===== config.mk =====
export PLATFORM = sky130hd
export DESIGN_NAME = rps_input_conditioner
export DESIGN_NICKNAME = d
export VERILOG_FILES = /design/src/rtl/rps_input_conditioner.sv
export SDC_FILE = /design/constraint.sdc
export NUM_CORES = 1
export LEC_CHECK = 0
export ABC_CLOCK_PERIOD_IN_PS = 4000
export CORE_AREA = 10 10 111 113
export DETAILED_ROUTE_END_ITERATION = 7
export DIE_AREA = 0 0 121 123
export GPL_TIMING_DRIVEN = 0
export PLACE_DENSITY = 0.52
export SLEW_MARGIN = 20
export SYNTH_ARGS = -nofsm -noshare
export SYNTH_HDL_FRONTEND = slang
export SYNTH_SLANG_ARGS = --single-unit
export TNS_END_PERCENT = 50

===== constraint.sdc =====
create_clock -name CLK -period 4 [get_ports CLK]
set_input_delay 0.6 -clock CLK [delete_from_list [all_inputs] [get_ports CLK]]
set_output_delay 0.6 -clock CLK [all_outputs]
set_load 0.03 [all_outputs]

===== src/rtl/rps_input_conditioner.sv =====
// rps_input_conditioner
// Front end of the rock-paper-scissors game. The three on-board buttons
// (active-high) and the three PMOD inputs (active-low) are synchronised,
// merged into rock/paper/scissors channels and debounced. A single choice
// per press is offered downstream over a valid/ready handshake. The block
// then waits until every channel is released before it arms again.

module rps_input_conditioner #(
    parameter int DEBOUNCE_CYCLES = 120000,
    parameter int CNT_W           = 17
) (
    input  logic       CLK,
    input  logic       RESETN,
    input  logic       BTN1,
    input  logic       BTN2,
    input  logic       BTN3,
    input  logic       P1A1,
    input  logic       P1A2,
    input  logic       P1A3,
    output logic [1:0] CHOICE,
    output logic       CHOICE_VALID,
    input  logic       CHOICE_READY,
    output logic       HELD
);

    // Terminal count of the debounce counter. The level toggles on the
    // cycle the counter reaches this value while still disagreeing.
    localparam logic [CNT_W-1:0] CNT_LAST = CNT_W'(DEBOUNCE_CYCLES - 1);

    // Handshake FSM encoding
    localparam logic [1:0] ST_IDLE         = 2'd0;
    localparam logic [1:0] ST_OFFER        = 2'd1;
    localparam logic [1:0] ST_WAIT_RELEASE = 2'd2;

    // Choice codes, bit index 0 = rock, 1 = paper, 2 = scissors
    localparam logic [1:0] CH_NONE     = 2'd0;
    localparam logic [1:0] CH_ROCK     = 2'd1;
    localparam logic [1:0] CH_PAPER    = 2'd2;
    localparam logic [1:0] CH_SCISSORS = 2'd3;

    // Two-stage synchronisers, one bit per raw input
    logic [2:0] btn_sync1_q, btn_sync1_d;
    logic [2:0] btn_sync2_q, btn_sync2_d;
    logic [2:0] p1a_sync1_q, p1a_sync1_d;
    logic [2:0] p1a_sync2_q, p1a_sync2_d;

    // Merged active-high channel levels after synchronisation
    logic [2:0] merged;

    // Debounce counters and accepted levels per channel
    logic [CNT_W-1:0] cnt_q [3];
    logic [CNT_W-1:0] cnt_d [3];
    logic [2:0]       deb_q, deb_d;

    // Handshake state and registered outputs
    logic [1:0] state_q, state_d;
    logic [1:0] choice_q, choice_d;
    logic       valid_q, valid_d;
    logic       held_q, held_d;

    // Next values of the synchroniser chains: shift the raw pins in
    always_comb begin
        btn_sync1_d = {BTN3, BTN2, BTN1};
        btn_sync2_d = btn_sync1_q;
        p1a_sync1_d = {P1A3, P1A2, P1A1};
        p1a_sync2_d = p1a_sync1_q;
    end

    // Buttons are active-high, PMOD lines are active-low; either one selects the channel
    assign merged = btn_sync2_q | ~p1a_sync2_q;

    // Debounce: a channel level is accepted only after it disagrees with
    // the current state for DEBOUNCE_CYCLES consecutive cycles
    always_comb begin
        deb_d = deb_q;
        for (int i = 0; i < 3; i++) begin
            cnt_d[i] = cnt_q[i];
            if (merged[i] == deb_q[i]) begin
                cnt_d[i] = '0;
            end else if (cnt_q[i] == CNT_LAST) begin
                deb_d[i] = ~deb_q[i];
                cnt_d[i] = '0;
            end else begin
                cnt_d[i] = cnt_q[i] + CNT_W'(1);
            end
        end
    end

    // Handshake FSM: latch one prioritised choice, offer it, then wait for all releases
    always_comb begin
        state_d  = state_q;
        choice_d = choice_q;
        valid_d  = valid_q;
        held_d   = |deb_q;
        case (state_q)
            ST_IDLE: begin
                if (|deb_q) begin
                    state_d = ST_OFFER;
                    valid_d = 1'b1;
                    if (deb_q[0]) begin
                        choice_d = CH_ROCK;
                    end else if (deb_q[1]) begin
                        choice_d = CH_PAPER;
                    end else begin
                        choice_d = CH_SCISSORS;
                    end
                end
            end
            ST_OFFER: begin
                if (CHOICE_READY) begin
                    state_d  = ST_WAIT_RELEASE;
                    valid_d  = 1'b0;
                    choice_d = CH_NONE;
                end
            end
            ST_WAIT_RELEASE: begin
                if (deb_q == 3'b000) begin
                    state_d = ST_IDLE;
                end
            end
            default: begin
                state_d  = ST_IDLE;
                valid_d  = 1'b0;
                choice_d = CH_NONE;
            end
        endcase
    end

    // State registers with synchronous active-low reset
    always_ff @(posedge CLK) begin
        if (!RESETN) begin
            btn_sync1_q <= 3'b000;
            btn_sync2_q <= 3'b000;
            p1a_sync1_q <= 3'b111;
            p1a_sync2_q <= 3'b111;
            for (int i = 0; i < 3; i++) begin
                cnt_q[i] <= '0;
            end
            deb_q    <= 3'b000;
            state_q  <= ST_IDLE;
            choice_q <= CH_NONE;
            valid_q  <= 1'b0;
            held_q   <= 1'b0;
        end else begin
            btn_sync1_q <= btn_sync1_d;
            btn_sync2_q <= btn_sync2_d;
            p1a_sync1_q <= p1a_sync1_d;
            p1a_sync2_q <= p1a_sync2_d;
            for (int i = 0; i < 3; i++) begin
                cnt_q[i] <= cnt_d[i];
            end
            deb_q    <= deb_d;
            state_q  <= state_d;
            choice_q <= choice_d;
            valid_q  <= valid_d;
            held_q   <= held_d;
        end
    end

    assign CHOICE       = choice_q;
    assign CHOICE_VALID = valid_q;
    assign HELD         = held_q;

endmodule


==> reports/qor.txt, run 1 <==
setup TNS = 0 ns
actual slew at the worst max-slew pin = 0.604 ns
clk root buf = clkbuf_8
number of synthesized flops with an enable pin = 0
Total Wirelength = 5460 um
Ys Warns = 0
DP Cell Count = 469
ranking of synthesized cells by area = dfxtp_1 48%, xnor2_1 9.7%, nor2_1 6.8%
total CTS buffers = 9
Cell Area, Synth = 2980 um2
Worst Setup Slack post-DPL = 1.67 ns
syn nets = 334
Critical-path top delay cell = dfxtp_1
final hold viol count = 0
leakage = 1.05 nW
total grt overflow = 0
cts repair resizes = 0
Placement Cell Area = 3260 um2
global-route wire length before repair = 9690 um
Non-Filler Instances = 485
Rows = 37
CP Data Arrival Time = 2.41 ns
CTS Buffer Depth = 2
worst path bufs/invs = 2
WL/cell = 11.3 um
max_cap viols = 0
final instance area = 3450 um2
Final WS setup = 1.82 ns
unrepaired setup endpoints after global routing = no
antenna violations before repair = 0
Cell variety after synth = 46
gpl congestion = 0.800
Detailed Routing Iterations Pass 1 = 4
pin count of the biggest net entering global routing = 12
asr flop ratio synth = 0
# Post-CTS Setup Buffers = 0
maximum clock rate = 458 MHz
Post-CTS Hold Buffers = 0
Final setup viols = 0
cell taking the most area after synthesis = dfxtp_1
Worst EP required = 4.23 ns
Initial DRC Count = 30
status = completed
die span in x = 121 um
clk slew on worst S/H paths = 0.07 ns
CP Cell Sequence = ha_1 -> nand3_1 -> or2_2 -> clkbuf_1 -> o211ai_2 -> buf_2 -> nor2_1
IO Pins = 13
cell count after synthesis = 322
Most used DFF post-synth = dfxtp_1
maximum VDD drop = 0.169 mV
PD cells = 387 nW/um2
Tot Pwr = 1.34 mW
critical path endpoint category = register
Final period util = 0.546
crit-path max cell delay = 0.40 ns
H-tree lvl count = 3
Fin Hold WS = 0.408 ns
synth cell count leaders = 72 x dfxtp_1, 54 x nor2_1, 33 x xnor2_1
final core occ = 0.341
fin crit period = 2.18 ns
count leader, synth = dfxtp_1
height of the die = 123 um
register area share after synthesis = 0.484
vias in the first global route = 2072
Largest delay share family, worst path = simple AND/OR/NAND/NOR gates
Clock Latency Late Sink = 0.34 ns
Syn-to-layout area delta = 16.1%
die area = 14900 um2
clk_skew = 0.00611 ns
layout cell share with drive strength beyond 1 = 0.0774
initial core utilization = 0.293
# diodes = 0
vias per std cell = 4.50
gr usage total = 0.0803
Min-Delay Path Class = register to register
#FFs+latches synth = 72
Slew Viols, Final = 0
Crit Path Category = register to register
antenna viol nets, final = 0
worst-path fanout max = 10
syn_area_per_cell = 9.24 um2
total number of vias = 2184
Setup crit start kind = register
Post-DP HPWL = 3870 um
total core area = 10100 um2
final net count = 356
Yosys top cell area share = 0.484
PortBufs = 11
drt drc = 0
Sink Count = 72
Rel. slew slack = 0.597
TritonCTS clock tree = yes
[cells in the final DEF (no fill, tap or decap), types with 12 or more instances in the layout]
cell,instances
dfxtp_1,72
nor2_1,54
xnor2_1,33
nand4_1,20
nor4_1,17
nand3_1,15
inv_1,13
nand2_1,12
xor2_1,12
[path summary, 6_finish.rpt]
| check | end | depth (start not counted) | start | slack [ns] |
|---|---|---|---|---|
| worst min-delay path | p1a_sync2_q[2]$_SDFF_PN1_ | 1 | p1a_sync1_q[2]$_SDFF_PN1_ | 0.41 |
| worst max-delay path | cnt_q[0][27]$_SDFF_PP0_ | 7 | cnt_q[0][17]$_SDFF_PP0_ | 1.82 |
| worst min register to register | p1a_sync2_q[2]$_SDFF_PN1_ | 1 | p1a_sync1_q[2]$_SDFF_PN1_ | 0.41 |
| worst max register to register | cnt_q[0][27]$_SDFF_PP0_ | 7 | cnt_q[0][17]$_SDFF_PP0_ | 1.82 |
[layout make-up]
cell class	instances	area, um2
Timing Repair Buffer	11	110
Clock inverter	3	40.0
Multi-Input combinational cell	230	1440
Buffer	7	42.5
Inverter	13	48.8
Clock buffer	13	159
Tap cell	136	170
Fill cell	1059	6680
Sequential cell	72	1440
[flip-flops by register name, summed over array words and instances (netlist names)]
name and flops:
CHOICE_VALID 1, deb_q 3, CHOICE 2, state_q 2
p1a_sync1_q 3, HELD 1, btn_sync2_q 3, btn_sync1_q 3
cnt_q 51, p1a_sync2_q 3
[routing by layer]
layer	routed length, um	GRT usage	vias up
met4	133	0.0498	0
met2	2340	0.120	22
met1	2830	0.0996	985
li1	-	-	1166
met5	0	0	-
met3	161	0.0242	11
[power breakdown]
part / internal [mW] / total (mW) / switching (mW) / leakage [nW]
clock: 0.321 / 0.577 / 0.257 / 0.103
combinational: 0.0156 / 0.0331 / 0.0175 / 0.365
sequential: 0.724 / 0.727 / 0.00281 / 0.583
total: 1.06 / 1.34 / 0.277 / 1.05
[cells by family after synthesis]
family                     synth area share
DFF                                   0.484
xor gates and xnor gates              0.132
buffers and inverters                0.0307
muxes                               0.00336
AOI/OAI and AO/OA                    0.0471
adders and majority gates            0.0126
and+or+nand+nor                       0.289
Power figures use the tool's default switching activity.
==> inputs of run 2 (changes only) <==
Settings changed: ABC_CLOCK_PERIOD_IN_PS 4000 to 1900, PLACE_DENSITY 0.52 to 0.53.
Clock period 4 ns to 1.9 ns, I/O delays scaled along.
==> reports/qor.txt, run 2 (synthesis results as in run 1) <==
status = finished, violations left
failing checks = negative setup slack
vias in the first global route = 2107 (+1.7%)
largest reg by FF count = cnt_q
H-tree lvl count = 3 (unchanged)
IO Pins = 13 (unchanged)
Sink Count = 72 (unchanged)
Slew Viols, Final = 0 (unchanged)
Worst Setup Slack post-DPL = -0.303 ns (-1.97 ns)
initial core utilization = 0.293 (unchanged)
Final setup viols = 1 (+1)
fin crit period = 1.90 ns (-0.284 ns)
total core area = 10100 um2 (unchanged)
maximum VDD drop = 0.366 mV (+120%)
antenna viol nets, final = 0 (unchanged)
register-to-register path setup slack = -0.0006 ns (-1.82 ns)
Detailed Routing Iterations Pass 1 = 4 (unchanged)
clk_skew = 0.0125 ns (+0.00637 ns)
Final period util = 1.00 (+0.454)
Worst EP required = 2.13 ns (-2.10 ns)
TritonCTS clock tree = yes
Min-Delay Path Class = register to register
PD cells = 756 nW/um2 (+95%)
maximum clock rate = 526 MHz (+15%)
Total Wirelength = 5830 um (+6.7%)
unrepaired setup endpoints after global routing = yes
gr usage total = 0.0805 (+0.000225)
vias per std cell = 4.54 (+0.85%)
final net count = 368 (+3.4%)
Crit Path Category = register to register
Setup crit start kind = register
PortBufs = 11 (unchanged)
leakage = 1.14 nW (+8.1%)
CP Data Arrival Time = 2.13 ns (-0.28 ns)
die area = 14900 um2 (unchanged)
max FFs per register = 51 (unchanged)
total CTS buffers = 9 (unchanged)
total grt overflow = 0 (unchanged)
Final WS setup = -0.000603 ns (-1.82 ns)
actual slew at the worst max-slew pin = 0.666 ns (+0.0616 ns)
gpl congestion = 0.786 (-1.7%)
Filler cells = 1019 (-3.8%)
global-route wire length before repair = 9760 um (+0.71%)
Rel. slew slack = 0.556 (-0.0411)
height of the die = 123 um (unchanged)
clk slew on worst S/H paths = 0.08 ns (about the same)
worst-path fanout max = 5 (-5)
Syn-to-layout area delta = 22.5%
die span in x = 121 um (unchanged)
pin count of the biggest net entering global routing = 13 (+1)
final hold viol count = 0 (unchanged)
clk root buf = clkbuf_8
layout cell share with drive strength beyond 1 = 0.172 (+0.0944)
max_cap viols = 0 (unchanged)
CTS Buffer Depth = 2 (unchanged)
Post-CTS Hold Buffers = 0 (unchanged)
WL/cell = 11.7 um (+4.1%)
Rows = 37 (unchanged)
antenna violations before repair = 0 (unchanged)
Clock Latency Late Sink = 0.34 ns (about the same)
Post-DP HPWL = 4030 um (+4.0%)
most common cell after layout, fill and taps aside = dfxtp_1
drt drc = 0 (unchanged)
Fin Hold WS = 0.410 ns (+0.00269 ns)
# diodes = 0 (unchanged)
total number of vias = 2257 (+3.3%)
most frequent cells in the layout = 63 x dfxtp_1, 49 x nor2_1, 33 x xnor2_1, 20 x nand4_1, 16 x nor4_1
critical path endpoint category = register
Initial DRC Count = 25 (-17%)
run 2: stage by stage:
step                utilization   TNS [ns]  instances  instance area [um2]  total power [mW]
finish                    0.360  -0.000603        497                 3650              2.76
detailed placement        0.321      -8.35        469                 3260              1.64
floorplan                     -          0        322                 2980              1.61
global route              0.360     -0.964        497                 3650              2.87
global placement          0.321      -7.66        469                 3260              1.64
CTS                       0.351     -0.393        492                 3560              2.79
run 2: layer usage:
metal | up-vias | track usage | part of all wire
li1 | 1187 | - | -
met1 | 1042 | 0.105 | 0.51
met2 | 20 | 0.121 | 0.46
met3 | 8 | 0.0182 | 0.022
met4 | 0 | 0.0437 | 0.013
met5 | - | 0 | 0
run 2: power breakdown:
part,internal [mW],switching [mW]
clock,0.582,0.564
combinational,0.0418,0.0420
sequential,1.52,0.00666
run 2: worst paths after layout:
kind                             startpoint                   endpoint  cells after the start
setup / recovery    cnt_q[0][43]$_SDFF_PP0_    cnt_q[0][43]$_SDFF_PP0_                      5
hold / removal    p1a_sync1_q[0]$_SDFF_PN1_  p1a_sync2_q[0]$_SDFF_PN1_                      1
setup reg to reg    cnt_q[0][43]$_SDFF_PP0_    cnt_q[0][43]$_SDFF_PP0_                      5
hold reg to reg   p1a_sync1_q[0]$_SDFF_PN1_  p1a_sync2_q[0]$_SDFF_PN1_                      1
run 2: final cells by class:
class                           instances  area [um2]  share of cell area
Inverter                               13        48.8              0.0134
Timing Repair Buffer                   23         216              0.0594
Sequential cell                        72        1460               0.399
Buffer                                  7        48.8              0.0134
Tap cell                              136         170              0.0467
Clock buffer                           12         165              0.0453
Clock inverter                          4        27.5             0.00755
Multi-Input combinational cell        230        1510               0.415
run 2: timing repair:
| action | in CTS | in global routing |
|---|---|---|
| pin swaps | 14 | 4 |
| gates cloned | 1 | 0 |
| setup buffers | 6 | 5 |
| gates resized for setup | 13 | 17 |
| endpoints found under the setup margin | 51 | 44 |
run 2: critical path, stage by stage (launching register included):
cell and delay (ns):
dfxtp_2 0.32, or4b_1 0.51, or4_4 0.46, o211ai_4 0.29, buf_6 0.17, nor2_1 0.05
